[config.mk]
export PLATFORM = sky130hd
export DESIGN_NAME = oh_nand2_pipe
export DESIGN_NICKNAME = d
export VERILOG_FILES = /design/src/rtl/oh_nand2_pipe.sv
export SDC_FILE = /design/constraint.sdc
export NUM_CORES = 1
export LEC_CHECK = 0
export ABC_AREA = 1
export ABC_CLOCK_PERIOD_IN_PS = 820
export CORE_MARGIN = 5
export CORE_UTILIZATION = 30
export CTS_CLUSTER_DIAMETER = 60
export CTS_CLUSTER_SIZE = 30
export DETAILED_ROUTE_END_ITERATION = 12
export GPL_TIMING_DRIVEN = 1
export HOLD_SLACK_MARGIN = 0.03
export SYNTH_ARGS = -nofsm -noshare
export SYNTH_HDL_FRONTEND = slang
export SYNTH_SLANG_ARGS = --single-unit
[constraint.sdc]
create_clock -name clk -period 0.82 [get_ports clk]
set_input_delay 0.164 -clock clk [delete_from_list [all_inputs] [get_ports clk]]
set_output_delay 0.164 -clock clk [all_outputs]
set_load 0.02 [all_outputs]
[src/rtl/oh_nand2_pipe.sv]
// Pipelined N-bit bitwise NAND with S register stages, a valid flag per stage
// and a mux-scan chain threaded through all data bits.
module oh_nand2_pipe #(
   parameter int N = 8,
   parameter int S = 2
) (
   input  logic         clk,
   input  logic         reset,
   input  logic         en,
   input  logic         valid_in,
   input  logic [N-1:0] a,
   input  logic [N-1:0] b,
   input  logic         se,
   input  logic         si,
   output logic [N-1:0] z,
   output logic         valid_out,
   output logic         so
);

   localparam int W = S * N;

   // Stage k occupies chain_p[k*N +: N]; bit 0 of the vector is the scan-in end.
   logic [W-1:0] chain_p;
   logic [W-1:0] chain_nxt;
   logic [S-1:0] vld_p;
   logic [S-1:0] vld_nxt;

   function automatic logic [N-1:0] nand2(input logic [N-1:0] x, input logic [N-1:0] y);
      return ~(x & y);
   endfunction

   always_comb begin
      chain_nxt = chain_p;
      vld_nxt   = vld_p;
      if (se) begin
         chain_nxt    = chain_p << 1;
         chain_nxt[0] = si;
         vld_nxt      = '0;
      end else if (en) begin
         chain_nxt        = chain_p << N;
         chain_nxt[N-1:0] = nand2(a, b);
         vld_nxt          = vld_p << 1;
         vld_nxt[0]       = valid_in;
      end
   end

   // stage registers: reset > scan shift > enabled advance > hold
   always_ff @(posedge clk) begin
      if (reset) begin
         chain_p <= '0;
         vld_p   <= '0;
      end else begin
         chain_p <= chain_nxt;
         vld_p   <= vld_nxt;
      end
   end

   assign z         = chain_p[W-1 -: N];
   assign valid_out = vld_p[S-1];
   assign so        = chain_p[W-1];

endmodule

==> flow_summary.toml, run 1 <==
[placed_design]
place_area_um2 = 1340
globalplace.congestion = 0.757
place_hpwl_um = 1690
placed_cells = 221
portBuffers = 31

[final_layout]
areaGrowthSynthToFinish_pct = 52.5
drive_above_1_share = 0.295
antennaDiodeCount = 0
fin_area_um2 = 1490
fillers = 314
final_util = 0.483
final_common_cell = "nand2_1"
instances_no_fill = 227
finalNetCount = 206
ff_latch_area_um2 = 372
mostFrequentLayoutCells = "50 x nand2_1, 23 x nand3_1, 18 x clkdlybuf4s50_1"
multi_input_area_um2 = 464

[global_routing]
first_global_vias = 1022
grt_max_degree = 19
grt-ovfl-total = 0
grt_util_all_layers = 0.123
antenna_found_initial = 0
grt_pass1_wl_um = 4310

[cts]
clkSinkCount = 18
cts_made_buffers = 3
ctsRootBufferMaster = "clkbuf_4"
holdBufCountCts = 0
clk_path_buf_depth = 2
cts_tree = "yes"
clk_latency_ns = 0.29
cts.clk_slew.worst_paths_ns = 0.11
htreeDepth = 1

[setup_path]
crit_buf_inv = 1
end_kind = "output port"
startpoint = "chain_p[15]"
cpPeakStageDelay_ns = 0.37
cp_top_family = "flip-flops"
worstSetupPathType = "reg -> out"
crit_slowest_cell = "dfxtp_2"
critPathLaunchType = "register"
reg2reg_from = "chain_p[13]"
crit_arrival_ns = 0.77
worstPathRequired_ns = 0.66
crit_chain = "buf_6"
critPathMaxFanout = 3

[logic_synthesis]
syn_area_um2 = 975
synth_top_cell_area_share = 0.370
synth_seq_area_share = 0.370
ys_ff_latch = 18
ys_top_cells_by_area = "dfxtp_1 37%, nand2_1 22%, nand3_1 13%, buf_4 8.5%, inv_1 6.2%"
synth_cells = 147
synth.largest_area_cell = "dfxtp_1"
synth_warnings = 0
syn_nets = 169
syn_area_per_cell_um2 = 6.63
ys_types = 12

[job]
drv_cap = 0

[sta]
worst_pin_slew_ns = 0.237
skew_ns = 0.00404
final-hold-violation-count = 0
period_share = 1.14
rsz0062_at_grt = "yes"
period_needed_ns = 0.937
setup_viol = 10
relSlewSlack = 0.841
whs_ns = 0.0781
clock.fmax_ghz = 1.07
fin_ws_ns = -0.117
drv_slew = 0

[status]
status = "finished with violations"
violations = "setup timing"

[power]
vdd_ir_drop_max_mv = 0.471
p_per_area_nw_per_um2 = 1310
leakage_nw = 0.787

[worst_hold_path]
hold_path_class = "in -> reg"
hold_start = "reset"

[routing]
via_per_inst = 4.37
drc_errors = 0
drtIter0Drc = 13
dr.pass1.iters = 4
via_count = 991
routed_wl_um = 2390
antenna_left = 0
wire_per_inst_um = 10.5

[die]
io_pins = 32
dieArea_um2 = 4490
rows = 20
die_y_um = 67
fp.dieW_um = 67
initial_core_util = 0.317
core_area_um2 = 3080
[flip-flops by register name (all words and copies together) (netlist names)]
| signal | flops |
|---|---|
| chain_p | 16 |
| vld_p | 2 |
[cell usage after synthesis]
cell and count:
nor2_1 7, inv_4 1, nand2_1 57, o21ai_1 2, dfxtp_1 18, buf_6 4
a21oi_1 2, nor2_8 1, inv_1 16, buf_4 11, nand3_1 26, nor3_1 2
[report_power, final]
group | leakage, nW | total [mW] | internal, mW | switching, mW
clock network | 0.0210 | 0.548 | 0.270 | 0.278
registers | 0.151 | 0.953 | 0.920 | 0.0327
logic | 0.615 | 0.446 | 0.249 | 0.198
total | 0.787 | 1.95 | 1.44 | 0.508
[area by class of cell]
cell class,count,area share
timing repair buffer,46,0.332
multi-input combinational,98,0.312
sequential,18,0.250
inverter,17,0.0446
tap,44,0.0370
clock buffer,4,0.0244
[cells by family after synthesis]
group	share of synthesized area
AO/OA/AOI/OAI	0.0205
AND/OR/NAND/NOR	0.411
flip-flops	0.370
buffers and inverters	0.199
[routing by layer]
metal  global-route usage  share of wire
met5                    0              0
met1                0.146           0.43
met2                0.217           0.51
met3               0.0253          0.051
met4               0.0430          0.013
[per-stage QoR]
| step | setup slack (ns) | TNS [ns] | total power, mW |
|---|---|---|---|
| global route | -0.147 | -1.38 | 2.04 |
| global placement | -0.503 | -10.92 | 1.36 |
| detailed placement | -0.537 | -11.32 | 1.37 |
| CTS | -0.136 | -1.15 | 1.96 |
| floorplan | 0.0396 | 0 | 1.19 |
| finish | -0.117 | -1.02 | 1.95 |
[worst reg2reg max path: cells and delay by family (launching register included)]
family | cells | cell delay (ns)
buffers and inverters | 2 | 0.14
flip-flops | 1 | 0.34
AND/OR/NAND/NOR | 3 | 0.21
[path summary, 6_finish.rpt]
kind | end | slack (ns) | depth (start not counted)
max | z[7] | -0.12 | 1
min | chain_p[0] | 0.08 | 2
max reg2reg | chain_p[13] | 0.03 | 5
min reg2reg | vld_p[1] | 0.46 | 2
[timing repair]
| item | 4_1_cts | 5_1_grt |
|---|---|---|
| buffers inserted | 0 | 0 |
| gates cloned | 2 | 0 |
| pin swaps | 2 | 7 |
| setup endpoints to repair | 26 | 23 |
| resized for setup | 71 | 20 |
(Power assumes the default switching activity.)
==> run 2, diff against run 1 <==
--- a/config.mk
+++ b/config.mk
@@ -12,6 +12,7 @@
 export CTS_CLUSTER_DIAMETER = 60
 export CTS_CLUSTER_SIZE = 30
 export DETAILED_ROUTE_END_ITERATION = 12
+export GPL_ROUTABILITY_DRIVEN = 0
 export GPL_TIMING_DRIVEN = 1
 export HOLD_SLACK_MARGIN = 0.03
 export SYNTH_ARGS = -nofsm -noshare
==> results of run 2 <==
The final DEF is identical to that of run 1; final timing and power are the same.
